## src/rtl/bht_pkg.sv

```systemverilog
// Shared definitions for the branch history table predictor: opcodes,
// resolve-type encodings, in-flight queue entry layout and a clog2 helper.
// Used by bht_predictor, bht_inflight_q and bht_predictor_if users.
package bht_pkg;

    localparam logic [5:0] OP_BEQ = 6'h04;
    localparam logic [5:0] OP_BNE = 6'h05;

    typedef enum logic [1:0] {
        BR_NONE = 2'b00,
        BR_EQ   = 2'b01,
        BR_NE   = 2'b10
    } br_type_e;

    // Widest supported table index; the top uses only the low IDX_W bits.
    localparam int IDX_MAX_W = 16;

    typedef struct packed {
        logic [IDX_MAX_W-1:0] idx;
        logic                 pred;
    } q_entry_t;

    function automatic int clog2(input int v);
        int r;
        r = 0;
        for (int i = 0; i < 31; i++) begin
            if ((1 << i) < v) r = i + 1;
        end
        return r;
    endfunction

endpackage

```

## src/rtl/bht_predictor_if.sv

```systemverilog
// Fetch/resolve bus of the branch predictor.
// master: pipeline side driving fetch and resolve; slave: the predictor.
// Outputs pred_taken / pred_wrong are combinational on the slave side.
interface bht_predictor_if #(
    parameter int PC_W   = 32,
    parameter int QCNT_W = 2
);
    logic              stall;
    logic              if_valid;
    logic [PC_W-1:0]   if_pc;
    logic [5:0]        if_opcode;
    logic              pred_taken;
    logic              res_valid;
    logic [1:0]        res_br_type;
    logic              res_equal;
    logic              pred_wrong;
    logic [QCNT_W-1:0] q_count;
    logic              err_overflow;
    logic              err_underflow;

    modport master (
        output stall, if_valid, if_pc, if_opcode, res_valid, res_br_type, res_equal,
        input  pred_taken, pred_wrong, q_count, err_overflow, err_underflow
    );

    modport slave (
        input  stall, if_valid, if_pc, if_opcode, res_valid, res_br_type, res_equal,
        output pred_taken, pred_wrong, q_count, err_overflow, err_underflow
    );
endinterface

```

## src/rtl/bht_inflight_q.sv

```systemverilog
// Circular queue of predicted branches awaiting resolution, with flush.
// Latency: head visible combinationally; push/pop/flush take effect next cycle.
// Backpressure: push while full without pop is dropped and sets sticky err_overflow.
module bht_inflight_q
    import bht_pkg::*;
#(
    parameter int DEPTH = 2
) (
    input  logic                  clk,
    input  logic                  rst,
    input  logic                  push_req_i,
    input  logic                  pop_req_i,
    input  logic                  flush_i,
    input  q_entry_t              push_dat_i,
    output q_entry_t              head_o,
    output logic                  empty_o,
    output logic [clog2(DEPTH):0] count_o,
    output logic                  err_overflow_o,
    output logic                  err_underflow_o
);
    localparam int AW = clog2(DEPTH);

    q_entry_t      mem_q [DEPTH];
    logic [AW:0]   wr_q, wr_d, rd_q, rd_d;
    logic          full, push, pop;
    logic          ovf_q, unf_q;

    assign empty_o = (wr_q == rd_q);
    assign full    = (wr_q[AW] != rd_q[AW]) && (wr_q[AW-1:0] == rd_q[AW-1:0]);
    assign pop     = pop_req_i & ~empty_o;
    assign push    = push_req_i & (~full | pop);
    assign wr_d    = wr_q + (AW+1)'(push);
    // A flush pops the head and then discards everything behind it.
    assign rd_d    = flush_i ? wr_d : rd_q + (AW+1)'(pop);

    assign head_o          = mem_q[rd_q[AW-1:0]];
    assign count_o         = wr_q - rd_q;
    assign err_overflow_o  = ovf_q;
    assign err_underflow_o = unf_q;

    // Pointer and sticky error state.
    always_ff @(posedge clk or posedge rst) begin
        if (rst) begin
            wr_q  <= '0;
            rd_q  <= '0;
            ovf_q <= 1'b0;
            unf_q <= 1'b0;
        end else begin
            wr_q <= wr_d;
            rd_q <= rd_d;
            if (push_req_i & full & ~pop) ovf_q <= 1'b1;
            if (pop_req_i & empty_o)      unf_q <= 1'b1;
        end
    end

    // Entry storage; contents are meaningless until written.
    always_ff @(posedge clk) begin
        if (push) mem_q[wr_q[AW-1:0]] <= push_dat_i;
    end

endmodule

```

## src/rtl/bht_predictor.sv

```systemverilog
// Branch history table predictor: saturating counters indexed by fetch PC
// (XOR global history when BHT_GSHARE_EN is defined). Prediction is 0-cycle
// combinational; stall freezes all state; resolve trains, mispredict flushes.
module bht_predictor
    import bht_pkg::*;
#(
    parameter int PC_W      = 32,
    parameter int ENTRIES   = 16,
    parameter int CTR_W     = 2,
    parameter int CTR_RESET = 1,
    parameter int QDEPTH    = 2,
    parameter int HIST_W    = 4
) (
    input  logic           clk,
    input  logic           rst,
    bht_predictor_if.slave bus
);
    localparam int IDX_W  = clog2(ENTRIES);
    localparam int QCNT_W = clog2(QDEPTH) + 1;
    localparam logic [CTR_W-1:0] CTR_MAX = '1;

    logic [CTR_W-1:0]  ctr_q [ENTRIES];
    logic [CTR_W-1:0]  ctr_d;
    logic [IDX_W-1:0]  pc_idx, idx, head_idx;
    logic              is_br, pred_taken, resolve, actual, train, mispredict, push_req;
    q_entry_t          head, push_dat;
    logic              q_empty;
    logic [QCNT_W-1:0] q_count;
    logic              unused_bits;

    assign pc_idx = bus.if_pc[IDX_W+1:2];

`ifdef BHT_GSHARE_EN
    logic [HIST_W-1:0] hist_q, hist_d;

    assign idx    = pc_idx ^ IDX_W'(hist_q);
    assign hist_d = HIST_W'({hist_q, actual});

    // Global history shifts in the real outcome on every training event.
    always_ff @(posedge clk or posedge rst) begin
        if (rst)        hist_q <= '0;
        else if (train) hist_q <= hist_d;
    end
`else
    logic unused_hist;
    assign idx         = pc_idx;
    assign unused_hist = (HIST_W > IDX_W);
`endif

    assign is_br      = bus.if_valid & ((bus.if_opcode == OP_BEQ) | (bus.if_opcode == OP_BNE));
    assign pred_taken = ~rst & is_br & ctr_q[idx][CTR_W-1];

    assign resolve    = bus.res_valid & ~bus.stall & (bus.res_br_type != BR_NONE);
    assign actual     = ((bus.res_br_type == BR_EQ) & bus.res_equal) |
                        ((bus.res_br_type == BR_NE) & ~bus.res_equal);
    assign train      = resolve & ~q_empty;
    assign head_idx   = head.idx[IDX_W-1:0];
    assign mispredict = ~rst & train & (head.pred != actual);
    // Fetches behind a mispredict are wrong-path and must not enter the queue.
    assign push_req   = is_br & ~bus.stall & ~mispredict;
    assign push_dat   = '{idx: IDX_MAX_W'(idx), pred: pred_taken};

    assign bus.pred_taken = pred_taken;
    assign bus.pred_wrong = mispredict;
    assign bus.q_count    = q_count;

    bht_inflight_q #(.DEPTH(QDEPTH)) u_q (
        .clk            (clk),
        .rst            (rst),
        .push_req_i     (push_req),
        .pop_req_i      (resolve),
        .flush_i        (mispredict),
        .push_dat_i     (push_dat),
        .head_o         (head),
        .empty_o        (q_empty),
        .count_o        (q_count),
        .err_overflow_o (bus.err_overflow),
        .err_underflow_o(bus.err_underflow)
    );

    // Saturating update of the counter the oldest branch was predicted from.
    always_comb begin
        ctr_d = ctr_q[head_idx];
        if (actual && ctr_d != CTR_MAX)       ctr_d = ctr_d + CTR_W'(1);
        else if (!actual && ctr_d != '0)      ctr_d = ctr_d - CTR_W'(1);
    end

    // Counter table: reset to CTR_RESET, written only on a training resolve.
    always_ff @(posedge clk or posedge rst) begin
        if (rst) begin
            for (int i = 0; i < ENTRIES; i++) ctr_q[i] <= CTR_W'(CTR_RESET);
        end else if (train) begin
            ctr_q[head_idx] <= ctr_d;
        end
    end

    generate
        if (IDX_W < IDX_MAX_W) begin : g_idx_hi
            assign unused_bits = ^{head.idx[IDX_MAX_W-1:IDX_W], bus.if_pc[PC_W-1:IDX_W+2], bus.if_pc[1:0]};
        end else begin : g_idx_full
            assign unused_bits = ^{bus.if_pc[PC_W-1:IDX_W+2], bus.if_pc[1:0]};
        end
    endgenerate

endmodule

```

## src/flat_wrapper.sv

```systemverilog
// flat-port wrapper written by rule: the top's interface ports become plain ports
module bht_predictor_flat import bht_pkg::*;
#(
    parameter int PC_W      = 32,
    parameter int ENTRIES   = 16,
    parameter int CTR_W     = 2,
    parameter int CTR_RESET = 1,
    parameter int QDEPTH    = 2,
    parameter int HIST_W    = 4
)
  (clk, rst, bus_stall, bus_if_valid, bus_if_pc, bus_if_opcode, bus_res_valid, bus_res_br_type, bus_res_equal, bus_pred_taken, bus_pred_wrong, bus_q_count, bus_err_overflow, bus_err_underflow);
  bht_predictor_if #(.PC_W(PC_W), .QCNT_W((2))) bus_i ();
  input  logic clk;
  input  logic rst;
  input wire logic [$bits(bus_i.stall)-1:0] bus_stall;
  input wire logic [$bits(bus_i.if_valid)-1:0] bus_if_valid;
  input wire logic [$bits(bus_i.if_pc)-1:0] bus_if_pc;
  input wire logic [$bits(bus_i.if_opcode)-1:0] bus_if_opcode;
  input wire logic [$bits(bus_i.res_valid)-1:0] bus_res_valid;
  input wire logic [$bits(bus_i.res_br_type)-1:0] bus_res_br_type;
  input wire logic [$bits(bus_i.res_equal)-1:0] bus_res_equal;
  output wire logic [$bits(bus_i.pred_taken)-1:0] bus_pred_taken;
  output wire logic [$bits(bus_i.pred_wrong)-1:0] bus_pred_wrong;
  output wire logic [$bits(bus_i.q_count)-1:0] bus_q_count;
  output wire logic [$bits(bus_i.err_overflow)-1:0] bus_err_overflow;
  output wire logic [$bits(bus_i.err_underflow)-1:0] bus_err_underflow;
  assign bus_i.stall = bus_stall;
  assign bus_i.if_valid = bus_if_valid;
  assign bus_i.if_pc = bus_if_pc;
  assign bus_i.if_opcode = bus_if_opcode;
  assign bus_i.res_valid = bus_res_valid;
  assign bus_i.res_br_type = bus_res_br_type;
  assign bus_i.res_equal = bus_res_equal;
  assign bus_pred_taken = bus_i.pred_taken;
  assign bus_pred_wrong = bus_i.pred_wrong;
  assign bus_q_count = bus_i.q_count;
  assign bus_err_overflow = bus_i.err_overflow;
  assign bus_err_underflow = bus_i.err_underflow;
  bht_predictor #(.PC_W(PC_W), .ENTRIES(ENTRIES), .CTR_W(CTR_W), .CTR_RESET(CTR_RESET), .QDEPTH(QDEPTH), .HIST_W(HIST_W)) u_core (.clk(clk), .rst(rst), .bus(bus_i));
endmodule
```

## config.mk

```make
export PLATFORM = sky130hd
export DESIGN_NAME = bht_predictor_flat
export DESIGN_NICKNAME = d
export VERILOG_FILES = /design/src/rtl/bht_pkg.sv /design/src/rtl/bht_predictor_if.sv /design/src/rtl/bht_inflight_q.sv /design/src/rtl/bht_predictor.sv /design/src/flat_wrapper.sv
export SDC_FILE = /design/constraint.sdc
export NUM_CORES = 1
export LEC_CHECK = 0
export BUFFER_PORTS_ARGS = -buffer_cell sky130_fd_sc_hd__buf_2
export CAP_MARGIN = 0
export CORE_MARGIN = 10
export CORE_UTILIZATION = 40
export CTS_BUF_LIST = sky130_fd_sc_hd__clkbuf_4 sky130_fd_sc_hd__clkbuf_8
export CTS_CLUSTER_DIAMETER = 150
export DETAILED_ROUTE_END_ITERATION = 12
export GPL_ROUTABILITY_DRIVEN = 0
export PLACE_DENSITY = 0.72
export RECOVER_POWER = 100
export SLEW_MARGIN = 40
export SYNTH_ARGS = -nofsm -noshare
export SYNTH_HDL_FRONTEND = slang
export SYNTH_SLANG_ARGS = --single-unit
```

## constraint.sdc

```tcl
create_clock -name clk -period 3.6 [get_ports clk]
set_input_delay 0.18 -clock clk [delete_from_list [all_inputs] [get_ports clk]]
set_output_delay 0.18 -clock clk [all_outputs]
set_load 0.03 [all_outputs]
```

==> results.sh <==
export IMPL_htree_num_levels=2
export IMPL_io_pins=52
export IMPL_cts_root_buffer="clkbuf_8"
export IMPL_yosys_area_share_simple_pct=11.0
export IMPL_syn_area_per_cell_um2=11.9
export IMPL_synth_xor_area_share_pct=2.12
export IMPL_die_h_um=104
export IMPL_violations="capacitance limit, slew limit"
export IMPL_postCtsHoldBufs=0
export IMPL_fmax_mhz=290
export IMPL_cp_required_ns=3.79
export IMPL_gr_usage_all_layers_pct=12.2
export IMPL_total_leakage_power_uw=0.00135
export IMPL_crit_arrival_ns=3.63
export IMPL_start_util_pct=41.4
export IMPL_die_x_um=104
export IMPL_drive_gt1_share_pct=36.1
export IMPL_clock_sinks=48
export IMPL_slew_headroom_pct=-37.1
export IMPL_routedWlPerCell_um=18.0
export IMPL_cts_tree="built"
export IMPL_finalCritPeriodShare_pct=95.6
export IMPL_synth_cells=238
export IMPL_grt_max_degree=39
export IMPL_finalSetupTns_ns=0
export IMPL_final_util_pct=46.6
export IMPL_grt_pass1_vias=2139
export IMPL_core_area_um2=6830
export IMPL_hp_class="primary input to flip-flop"
export IMPL_finalCriticalPeriod_ns=3.44
export IMPL_areaGrowthSynthToFinish_pct=12.7
export IMPL_start_kind="flip-flop"
export IMPL_whs_path_depth=1
export IMPL_syn_nets=290
export IMPL_drcViolationCount=0
export IMPL_status="complete, but fails checks"
export IMPL_synth_top_family_by_area="multiplexers"
export IMPL_clock_latency_ns=0.31
export IMPL_worst_slew_pin_slew_ns=2.06
export IMPL_setup_viol=0
export IMPL_final_common_cell="mux2_2"
export IMPL_dieArea_um2=10800
export IMPL_reg2reg_depth=11
export IMPL_hold_viol_final=0
export IMPL_hpwl_um=4750
export IMPL_cts_buffers=5
export IMPL_path_clk_slew_ns=0.09
export IMPL_routed_wl_um=6560
export IMPL_fin_nets=320
export IMPL_syn_cell_area_um2=2830
export IMPL_drv_cap=1
export IMPL_drtIter0Drc=127
export IMPL_ys_ff_latch=48
export IMPL_via_per_inst=5.67
export IMPL_synth_edff_count=10
export IMPL_r2r_end="u_core.ctr_q[11]"
export IMPL_critPathCaptureType="flip-flop"
export IMPL_hp_start="bus_if_pc[5]"
export IMPL_antennaDiodeCount=0
export IMPL_dr_pass1_iters=4
export IMPL_vdd_ir_drop_max_mv=0.233
export IMPL_synthArstFlopShare_pct=79.2
export IMPL_rsz0062_at_grt="no"
export IMPL_ys_flop_type="dfrtp_1"
export IMPL_antenna_found_initial=0
export IMPL_ys_seq_area_share_pct=45.0
export IMPL_antenna_left=0
export IMPL_critPathMaxFanout=16
export IMPL_r2r_start="u_core.u_q.rd_q[0]"
export IMPL_grt_first_pass_wirelength_um=10800
export IMPL_via_count=2071
export IMPL_synthMuxAreaShare_pct=19.4
export IMPL_r2r_setup_slack_ns=0.16
export IMPL_drv_slew=39
export IMPL_layout_common_cells="mux2_2, nand2_1, dfrtp_1, a21oi_1, dfstp_2"
export IMPL_rows=30
export IMPL_clock_skew_ns=0.00677
export IMPL_portBuffers=22
export IMPL_holdPathEnd="u_core.u_q.mem_q[0][4]"
export IMPL_synth_cell_types=52
export IMPL_critPathKind="flip-flop to flip-flop"
export IMPL_synthAdderAreaFrac_pct=2.66
export IMPL_p_per_area_nw_per_um2=737
export IMPL_overflow=0
export IMPL_synth_compound_area_share_pct=15.1
export IMPL_synth_warning_count=0
export IMPL_clockBufferDepth=2
## per-layer routing
layer | part of all wire (%) | track usage [%] | up-vias
met5 | 0 | 0 | -
met2 | 48 | 19.0 | 78
met1 | 42 | 15.0 | 1037
met4 | 1.6 | 5.27 | 0
li1 | - | - | 944
met3 | 8.1 | 3.84 | 12
## state kept, by name, summed over array words and instances, names as in the netlist
signal / flops
u_core.ctr_q: 32
u_core.u_q.err_overflow_o: 1
u_core.u_q.err_underflow_o: 1
u_core.u_q.mem_q: 10
u_core.u_q.rd_q: 2
u_core.u_q.wr_q: 2
## worst max-delay path: stages, from the launching register on
cell and delay [ns]:
dfrtp_2 0.50, or3_1 0.34, a21oi_1 0.12, o41ai_1 0.47
o2111ai_2 0.30, ha_1 0.41, nor2_1 0.07, nand2_1 0.06
o41ai_1 0.06, a221oi_1 0.43, o21ai_4 0.22, mux2_1 0.34
## timing repair
item	CTS	global route
setup endpoints to repair	20	32
gates resized for setup	2	7
buffers inserted	0	1
hold endpoints to repair	0	0
## per-stage QoR
step | total power [uW] | area [um2] | hold slack, ns | worst slack, ns | std cells
after CTS | 2330 | 3170 | 0.0157 | 0.0320 | 364
after floorplan | 1690 | 2830 | 0.279 | 0.472 | 238
after global routing | 2510 | 3180 | 0.147 | 0.0147 | 365
after global placement | 1880 | 3040 | 0.337 | -0.0138 | 356
after detailed placement | 1920 | 3040 | 0.347 | -0.0740 | 356
final | 2350 | 3180 | 0.167 | 0.157 | 365
## kinds of logic after synthesis
group	after synthesis
adders and majority gates	6
AOI/OAI and AO/OA	56
muxes	43
DFF	48
buffers and inverters	24
xor gates and xnor gates	6
and+or+nand+nor	55
## how the worst max path moves through the flow
| stage | from | endpoint | cells past startpoint |
|---|---|---|---|
| floorplan | u_core.u_q.rd_q[0] | u_core.ctr_q[11] | 12 |
| global placement | u_core.u_q.rd_q[0] | u_core.ctr_q[26] | 12 |
| detailed placement | u_core.u_q.rd_q[0] | u_core.ctr_q[0] | 12 |
| CTS | u_core.u_q.rd_q[0] | u_core.ctr_q[0] | 13 |
| global route | u_core.u_q.rd_q[0] | u_core.ctr_q[7] | 11 |
| finish | u_core.u_q.rd_q[0] | u_core.ctr_q[11] | 11 |
## where the power goes
group,switching [uW],internal (uW)
Sequential,130,765
Combinational,603,465
Clock,183,203
Total,916,1430
## cell usage after synthesis, types with 3 or more instances
master	n	share of area [%]
o31ai_1	3	0.80
dfstp_2	16	15
mux2_2	30	12
mux2i_1	3	1.1
xnor2_1	3	0.93
ha_1	6	2.7
dfrtp_1	22	19
buf_6	5	2.0
and2b_1	4	1.1
mux2_1	4	1.6
a221oi_1	3	0.93
o41ai_1	6	1.9
mux4_2	6	4.8
nor2_1	6	0.80
a21oi_1	17	3.0
nand2_1	26	3.5
edfxtp_1	10	11
a21boi_0	11	2.9
inv_1	15	2.0
or3b_1	3	0.93
## area by class of cell
class / count / area (um2)
clock buffer: 5 / 68.8
clock inverter: 3 / 37.5
fill: 656 / 3650
inverter: 15 / 56.3
multi-input combinational: 166 / 1460
sequential: 48 / 1270
tap: 96 / 120
timing repair buffer: 32 / 165
Power figures use the tool's default switching activity.
